`src/rtl/add_sub_pipe.sv`:
```
`default_nettype none
// +----------------------------------------------------------------------------+
// | add_sub_pipe : pipelined add/subtract built from 4-bit lookahead groups,    |
// |                one operand slice per stage, with valid/ready flow control.  |
// | Revision     : 1.0                                                          |
// +----------------------------------------------------------------------------+

module add_sub_pipe_cla4 (
    input  logic [3:0] i_a,
    input  logic [3:0] i_b,
    input  logic       i_c,
    output logic [3:0] o_s,
    output logic       o_c
);
    logic [3:0] w_p;
    logic [3:0] w_g;
    logic [4:0] w_c;

    assign w_p    = i_a ^ i_b;
    assign w_g    = i_a & i_b;
    assign w_c[0] = i_c;
    assign w_c[1] = w_g[0] | (w_p[0] & i_c);
    assign w_c[2] = w_g[1] | (w_p[1] & w_g[0]) | (w_p[1] & w_p[0] & i_c);
    assign w_c[3] = w_g[2] | (w_p[2] & w_g[1]) | (w_p[2] & w_p[1] & w_g[0])
                  | (w_p[2] & w_p[1] & w_p[0] & i_c);
    assign w_c[4] = w_g[3] | (w_p[3] & w_g[2]) | (w_p[3] & w_p[2] & w_g[1])
                  | (w_p[3] & w_p[2] & w_p[1] & w_g[0])
                  | (w_p[3] & w_p[2] & w_p[1] & w_p[0] & i_c);
    assign o_s    = w_p ^ w_c[3:0];
    assign o_c    = w_c[4];
endmodule

module add_sub_pipe #(
    parameter int WIDTH  = 32,
    parameter int STAGES = 2
) (
    input  logic             clock,
    input  logic             clear,
    input  logic             in_valid,
    output logic             in_ready,
    input  logic [WIDTH-1:0] RA,
    input  logic [WIDTH-1:0] RB,
    input  logic             sub,
    input  logic             use_cin,
    input  logic             c_in,
    output logic             out_valid,
    input  logic             out_ready,
    output logic [WIDTH-1:0] RC,
    output logic             c_out,
    output logic             ovf,
    output logic             zero,
    output logic             neg
);
    localparam int SW = WIDTH / STAGES;
    localparam int NG = SW / 4;

    logic             w_adv;
    logic [WIDTH-1:0] w_eb;
    logic             w_ecin;
    logic [WIDTH-1:0] w_last_sum;
    logic             w_cmsb;
    logic             r_ovf;
    logic             r_zero;
    logic             r_neg;

    assign w_adv    = !(out_valid && !out_ready);
    assign in_ready = w_adv;
    assign w_eb     = sub ? ~RB : RB;
    assign w_ecin   = use_cin ? c_in : sub;

    for (genvar k = 0; k < STAGES; k++) begin : g_stage
        logic [SW-1:0]       w_sa;
        logic [SW-1:0]       w_sb;
        logic [SW-1:0]       w_sum;
        logic                w_ci;
        logic                w_vi;
        logic [(k+1)*SW-1:0] w_sn;
        logic [NG:0]         w_gc;
        logic                r_v;
        logic                r_c;
        logic [(k+1)*SW-1:0] r_s;

        if (k == 0) begin : g_src
            assign w_sa = RA[SW-1:0];
            assign w_sb = w_eb[SW-1:0];
            assign w_ci = w_ecin;
            assign w_vi = in_valid;
            assign w_sn = w_sum;
        end else begin : g_src
            assign w_sa = g_stage[k-1].g_hold.r_a[SW-1:0];
            assign w_sb = g_stage[k-1].g_hold.r_b[SW-1:0];
            assign w_ci = g_stage[k-1].r_c;
            assign w_vi = g_stage[k-1].r_v;
            assign w_sn = {w_sum, g_stage[k-1].r_s};
        end

        // Groups ripple their carries across the slice.
        assign w_gc[0] = w_ci;
        for (genvar g = 0; g < NG; g++) begin : g_grp
            add_sub_pipe_cla4 u_cla (
                .i_a (w_sa[4*g +: 4]),
                .i_b (w_sb[4*g +: 4]),
                .i_c (w_gc[g]),
                .o_s (w_sum[4*g +: 4]),
                .o_c (w_gc[g+1])
            );
        end

        if (k < STAGES - 1) begin : g_hold
            localparam int HW = WIDTH - (k + 1) * SW;
            logic [HW-1:0] w_ua;
            logic [HW-1:0] w_ub;
            logic [HW-1:0] r_a;
            logic [HW-1:0] r_b;

            if (k == 0) begin : g_up
                assign w_ua = RA[WIDTH-1:SW];
                assign w_ub = w_eb[WIDTH-1:SW];
            end else begin : g_up
                assign w_ua = g_stage[k-1].g_hold.r_a[HW+SW-1:SW];
                assign w_ub = g_stage[k-1].g_hold.r_b[HW+SW-1:SW];
            end

            always_ff @(posedge clock or posedge clear) begin
                if (clear) begin
                    r_a <= '0;
                    r_b <= '0;
                end else if (w_adv) begin
                    r_a <= w_ua;
                    r_b <= w_ub;
                end
            end
        end

        always_ff @(posedge clock or posedge clear) begin
            if (clear) begin
                r_v <= 1'b0;
                r_c <= 1'b0;
                r_s <= '0;
            end else if (w_adv) begin
                r_v <= w_vi;
                r_c <= w_gc[NG];
                r_s <= w_sn;
            end
        end
    end

    // Carry into the MSB is recovered from the MSB's own sum bit.
    assign w_last_sum = g_stage[STAGES-1].w_sn;
    assign w_cmsb     = g_stage[STAGES-1].w_sa[SW-1] ^ g_stage[STAGES-1].w_sb[SW-1]
                      ^ g_stage[STAGES-1].w_sum[SW-1];

    always_ff @(posedge clock or posedge clear) begin
        if (clear) begin
            r_ovf  <= 1'b0;
            r_zero <= 1'b0;
            r_neg  <= 1'b0;
        end else if (w_adv) begin
            r_ovf  <= w_cmsb ^ g_stage[STAGES-1].w_gc[NG];
            r_zero <= ~|w_last_sum;
            r_neg  <= w_last_sum[WIDTH-1];
        end
    end

    assign out_valid = g_stage[STAGES-1].r_v;
    assign RC        = g_stage[STAGES-1].r_s;
    assign c_out     = g_stage[STAGES-1].r_c;
    assign ovf       = r_ovf;
    assign zero      = r_zero;
    assign neg       = r_neg;
endmodule

`default_nettype wire

```
`config.mk`:
```
export PLATFORM = sky130hd
export DESIGN_NAME = add_sub_pipe
export DESIGN_NICKNAME = d
export VERILOG_FILES = /design/src/rtl/add_sub_pipe.sv
export SDC_FILE = /design/constraint.sdc
export NUM_CORES = 1
export LEC_CHECK = 0
export ABC_AREA = 1
export ABC_CLOCK_PERIOD_IN_PS = 3420
export CAP_MARGIN = 20
export CORE_ASPECT_RATIO = 0.6
export CORE_MARGIN = 5
export CORE_UTILIZATION = 35
export DETAILED_ROUTE_END_ITERATION = 8
export GPL_ROUTABILITY_DRIVEN = 0
export SYNTH_ARGS = -nofsm -noshare
export SYNTH_HDL_FRONTEND = slang
export SYNTH_SLANG_ARGS = --single-unit
```
`constraint.sdc`:
```
create_clock -name clock -period 3.42 [get_ports clock]
set_input_delay 0.684 -clock clock [delete_from_list [all_inputs] [get_ports clock]]
set_output_delay 0.684 -clock clock [all_outputs]
set_load 0.05 [all_outputs]
```
* Yosys cells after proc, flatten, opt, wreduce, memory -nomap -nowiden
Index checks and enable logic that the tools add are counted.
Cells by class: add/subtract/negate cells 0, multiply operators 0, div/mod/pow operators 0, magnitude comparators 0, equal/unequal tests 0, shifts and indexed selects 0, multiplexer cells 2, bitwise operators 236, reduce and logical (&&, ||, !) cells 5
Operators by type and width (count):
- bitwise AND 1 bit | 128
- bitwise OR 1 bit | 80
- XOR 4 bit | 16
- bitwise AND 4 bit | 8
- two-way mux 32 bit | 1
- NOT 32 bit | 1
- OR reduction 32 bit | 1
- logical NOT 1 bit | 3
- XOR 1 bit | 3
- logical AND 1 bit | 1
- two-way mux 1 bit | 1
Word-level totals: register bits after elaboration 87, latch bits 0, memory bits (writable) 0, bits in read-only memories 0, input port bits 71, output and inout port bits 38, logic and storage cells 254, memories kept 0

* Longest topological paths before layout
depth in word-level cells 15, mapped depth 21, depth with buffers taken out 21

* Hierarchy
A second synthesis with hierarchy kept.
Unflattened totals: cells, all modules 629, area, all modules 5066.1 um^2
Modules (own cells, without submodules):
- add_sub_pipe | times used 1, cells each 413, area an instance 3677.3 um^2, sequential area each 2152.1 um^2
- add_sub_pipe_cla4 (g_stage[0].g_grp[1].u_cla ...) | times used 7, cells each 27, area an instance 173.9 um^2, sequential area each 0.0 um^2
- add_sub_pipe_cla4 (g_stage[0].g_grp[0].u_cla) | times used 1, cells each 27, area an instance 171.4 um^2, sequential area each 0.0 um^2

* Worst setup path after synthesis
OpenSTA, ideal clock, no wires.
kind input-to-reg, start point in sub, end point reg g_stage[0].r_s[13], arrival time 2.744 ns, setup slack 0.593 ns, stages on the path 14, path buffers 2, cell sequence buf_4 > buf_2 > xor2_1 > ha_1 > a21oi_1 > o21ai_0 > a21oi_1 > nand2_1 > nand2_1 > nand2_1 > inv_1 > fa_1 > xor2_1 > o21ai_0
Between the ends: longest elaborated chain between the ends 14, elaborated cells on any way between the ends 46
RTL lines:
- start, declared | RTL line 43 | input logic sub,
- two-way mux 32 bit | RTL line 68 | assign w_eb = sub ? ~RB : RB;
- XOR 4 bit or bitwise AND 4 bit (tied branches) | RTL line 19, 20
- bitwise AND 1 bit (on tied branches) | RTL line 26, 27, 28
- bitwise OR 1 bit, or another cell as far along (2 in a row) | RTL line 26 | assign w_c[4] = w_g[3] | (w_p[3] & w_g[2]) | (w_p[3] & w_p[2] & w_g[1])
- bitwise OR 1 bit or bitwise AND 1 bit (tied branches) | RTL line 27, 28
- bitwise OR 1 bit | RTL line 28 | | (w_p[3] & w_p[2] & w_p[1] & w_p[0] & i_c);
- bitwise AND 1 bit | RTL line 28
- bitwise OR 1 bit | RTL line 28
- bitwise AND 1 bit | RTL line 28
- bitwise OR 1 bit | RTL line 28
- bitwise AND 1 bit | RTL line 22 | assign w_c[1] = w_g[0] | (w_p[0] & i_c);
- bitwise OR 1 bit | RTL line 22
- XOR 4 bit * | RTL line 29 | assign o_s = w_p ^ w_c[3:0];
- end signal, assigned | RTL line 143 | r_s <= w_sn;
- end, declared | RTL line 81 | logic [(k+1)*SW-1:0] r_s;
Mark *: on every way between the ends. The rest lies on a longest branch, timed or not. A chain may end at the register's enable or synchronous reset.

* Worst setup path in the final report
start point reg g_stage[0].g_hold.r_a[9], end point reg r_zero, in the netlist zero
Between the ends: elaborated cells on any way between the ends 33
RTL lines:
- start, declared | RTL line 113 | logic [HW-1:0] r_a;
- start signal, assigned | RTL line 129 | r_a <= w_ua;
- bitwise AND 4 bit or XOR 4 bit (tied branches) | RTL line 20, 19
- bitwise AND 1 bit (on tied branches) | RTL line 26, 27, 28
- bitwise OR 1 bit, or another cell as far along | RTL line 26
- bitwise OR 1 bit or bitwise AND 1 bit (tied branches) | RTL line 27, 28
- bitwise OR 1 bit * | RTL line 28
- XOR 4 bit * | RTL line 29
- via g_stage[1].g_grp[3].u_cla.o_s[0] | RTL line 12 | output logic [3:0] o_s,
- OR reduction 32 bit * | RTL line 160 | r_zero <= ~|w_last_sum;
- logical NOT 1 bit * | RTL line 160
- end signal, assigned | RTL line 160
- end, declared | RTL line 63 | logic r_zero;
Mark *: on every way through the listed nets, which the timed path passes. The rest lies on a longest branch.

==> results.py <==
metrics = {
    "power": {
        "leakage_nw": 3.16,
        "max-vdd-ir-drop_v": 0.000239,
        "pwr_density_cell_mw_per_mm2": 686,
    },
    "clock_tree": {
        "cts.clk_slew.worst_paths_ns": 0.07,
        "cts_tree": "done",
        "cts_resized": 0,
        "clk_latency_ns": 0.34,
        "ctsHtreeMaxLevel": 3,
        "cts-root-buf": "clkbuf_16",
        "cts_sinks": 86,
        "cts_buffers": 9,
        "cts_buffer_depth": 2,
        "hold_buffers": 0,
        "cts_setup_buffers": 0,
    },
    "worst_setup_path": {
        "crit_slowest_cell": "fa_1",
        "worstPathRequired_ns": 3.69,
        "cp.arrival_ns": 3.37,
        "critPathMaxStageDelay_ns": 0.49,
        "worstReg2RegStart": "g_stage[0].g_hold.r_a[9]$_DFFE_PP0N_",
        "worstPathCellList": "ha_1 > a21oi_1 > o21ai_0 > a21oi_1 > nand2_4 > fa_1 > nor2_1 > nand2_1 > nor2_1 > nand2_1 > nor2_1 > nand3_1 > nor2_1 > nand3_2 > nor2_1 > nand3_1 > nand2_1",
        "worst-path-buf-inv": 0,
        "cp-end-kind": "register",
        "crit_path_frequent_cell": "nor2_1",
        "path_delay_family": "simple AND/OR/NAND/NOR gates",
        "startpoint_type": "register",
        "worstSetupPathType": "register to register",
        "startpoint": "g_stage[0].g_hold.r_a[9]$_DFFE_PP0N_",
        "worstPathMaxFanout": 4,
    },
    "sta": {
        "hold_viol_final": 0,
        "setup_viol": 0,
        "fmax_ghz": 0.323,
        "finalSetupTns_ns": 0,
        "slew_viol_final": 0,
        "layout_min_cycle_time_ns": 3.09,
        "skew_ns": 0.00791,
        "worst_slack_ns": 0.326,
        "fin_crit_sh_pct": 90.5,
        "worst_pin_slew_ns": 0.767,
        "rsz0062_at_grt": "no",
        "slew_headroom_pct": 48.9,
    },
    "synth": {
        "avgSynthCellArea_um2": 8.25,
        "synth_cell_type_count": 33,
        "syn_area_mm2": 0.00502,
        "synthSimpleGateAreaFrac_pct": 25.0,
        "synth_seq_cells": 86,
        "synthAdderAreaFrac_pct": 11.2,
        "synthCells": 609,
        "synthTopCellsByArea": "dfrtp_1 (43%), nand2_1 (16%), ha_1 (8.0%)",
        "synth_top_family_by_area": "simple AND/OR/NAND/NOR gates",
        "synth-compound-area-share_pct": 7.74,
        "yosysWarnings": 0,
        "synth_top_cell_by_area": "dfrtp_1",
        "synthXorXnorAreaFrac_pct": 7.32,
        "synth_top_area_share_pct": 42.8,
        "synth_mux_area_share_pct": 0,
        "synth_fp_nets": 720,
        "ys_seq_area_share_pct": 42.8,
    },
    "final_layout": {
        "syn_to_final_growth_pct": 31.2,
        "drive_gt1_share_pct": 6.28,
        "diodes": 0,
        "layout_common_cells": "nand2_1 (208), clkdlybuf4s50_1 (106), dfrtp_1 (86), inv_1 (50), o21ai_0 (48)",
        "layout_commonest_cell": "nand2_1",
        "nets": 822,
    },
    "grt": {
        "grt_pass1_vias": 4146,
        "grt_max_degree": 87,
        "track_usage_pct": 15.3,
        "grt_pass1_wl_mm": 20.7,
        "antenna_found_initial": 0,
        "grt.overflow.total": 0,
    },
    "route": {
        "route.detailed.drc": 0,
        "postRouteAntennaNets": 0,
        "drt_wl_total_mm": 12.5,
        "drtIter0Drc": 279,
        "via_count": 4141,
        "vias_per_cell": 4.56,
        "wl_per_cell_um": 13.7,
        "first_pass_iters": 4,
    },
    "placed_design": {
        "dpl_worst_slack_ns": 0.299,
        "dp_hpwl_mm": 9.46,
        "io_buffer_count": 108,
    },
    "outcome": {
        "status": "completed",
    },
    "job": {
        "drv_cap": 0,
    },
    "floorplan": {
        "die_area_mm2": 0.0169,
        "core_area_mm2": 0.0139,
        "die_w_um": 165,
        "initial_utilization_pct": 36.2,
        "io_pins": 109,
        "fp.dieH_um": 103,
        "rows": 33,
    },
    "hold_path": {
        "min_path_type": "register to register",
        "hold_path_startpoint": "g_stage[0].r_v$_DFFE_PP0N_",
    },
}
cell type report:
type                    instances  area [µm²]
well taps                     192         240
clock buffers                   9         225
flip-flops and latches         86        2150
fillers                      1370        7280
inverters                      52         196
clock inverters                 7        56.3
repair buffers                114        1140
multi-input cells             448        2580
power breakdown:
part | total, mW | leakage (nW) | switching [mW] | internal (mW)
clock | 0.934 | 0.125 | 0.434 | 0.500
combinational | 2.10 | 2.00 | 1.36 | 0.739
sequential | 1.49 | 1.03 | 0.189 | 1.30
total | 4.52 | 3.16 | 1.98 | 2.54
cells by family after synthesis:
| group | count (synthesis) |
|---|---|
| XOR/XNOR | 42 |
| flip-flops | 86 |
| buffers and inverters | 75 |
| AND/OR/NAND/NOR | 293 |
| AO/OA/AOI/OAI | 73 |
| adder cells (fa/ha/maj) | 40 |
layer usage:
layer / part of all wire, % / wire length (µm) / vias up / track usage [%]
met3: 7.0 / 875 / 5 / 4.87
met4: 0.50 / 63 / 0 / 2.30
li1: - / - / 2131 / -
met5: 0 / 0 / - / 0
met1: 51 / 6350 / 1922 / 22.1
met2: 42 / 5190 / 83 / 23.1
cell usage after synthesis:
cell      count
o21ai_2       1
nor3_1        1
inv_1        51
nand2_2       6
nand2_1     208
ha_1         32
buf_2        10
o21ai_1       1
fa_1          8
nand3_4       1
nor2_1       29
nand3b_1      5
a22oi_1       1
and3_1        1
or2_2         2
nor3b_1       1
clkbuf_1     11
a31oi_1       4
nand3_2       4
dfrtp_1      86
nand3_1      27
nand4_1       3
buf_4         2
a21oi_1      14
nand2_4       3
xnor2_1      22
and2_1        1
a21o_1        2
o21ai_0      48
inv_2         1
a221oi_1      2
nor2_2        1
xor2_1       20
sequential cells by signal (all words and copies together), names as in the netlist:
name / cells
RC: 32
g_stage.g_hold.r_a: 16
g_stage.g_hold.r_b: 16
g_stage.r_s: 16
c_out: 1
g_stage.r_c: 1
g_stage.r_v: 1
out_valid: 1
ovf: 1
zero: 1
through the flow:
| stage | power (mW) | cells | hold WS, ns | util [%] | instance area, µm² |
|---|---|---|---|---|---|
| finish | 4.52 | 908 | 0.447 | 47.5 | 6590 |
| global route | 4.82 | 908 | 0.498 | 47.5 | 6590 |
| CTS | 4.57 | 908 | 0.455 | 47.5 | 6590 |
| detailed placement | 3.62 | 892 | 0.447 | 45.5 | 6310 |
| global placement | 3.58 | 892 | 0.435 | 45.5 | 6310 |
| floorplan | 2.89 | 609 | 0.420 | - | 5020 |
worst paths after layout:
kind	to	slack (ns)	cells after the start
setup / recovery	zero$_DFFE_PP0N_	0.33	17
max in group asynchronous	RC[30]$_DFFE_PP0N_	1.98	3
setup reg to reg	zero$_DFFE_PP0N_	0.33	17
hold / removal	out_valid$_DFFE_PP0N_	0.45	2
hold reg to reg	out_valid$_DFFE_PP0N_	0.45	2
min in group asynchronous	RC[0]$_DFFE_PP0N_	0.72	2
worst register-to-register path, stage by stage (launching register included):
cell and delay, ns:
dfrtp_1 0.39, ha_1 0.35, a21oi_1 0.30, o21ai_0 0.13, a21oi_1 0.23, nand2_4 0.11, fa_1 0.49, nor2_1 0.11
nand2_1 0.05, nor2_1 0.12, nand2_1 0.07, nor2_1 0.12, nand3_1 0.08, nor2_1 0.14, nand3_2 0.11, nor2_1 0.11
nand3_1 0.07, nand2_1 0.06
(Power assumes the default switching activity.)
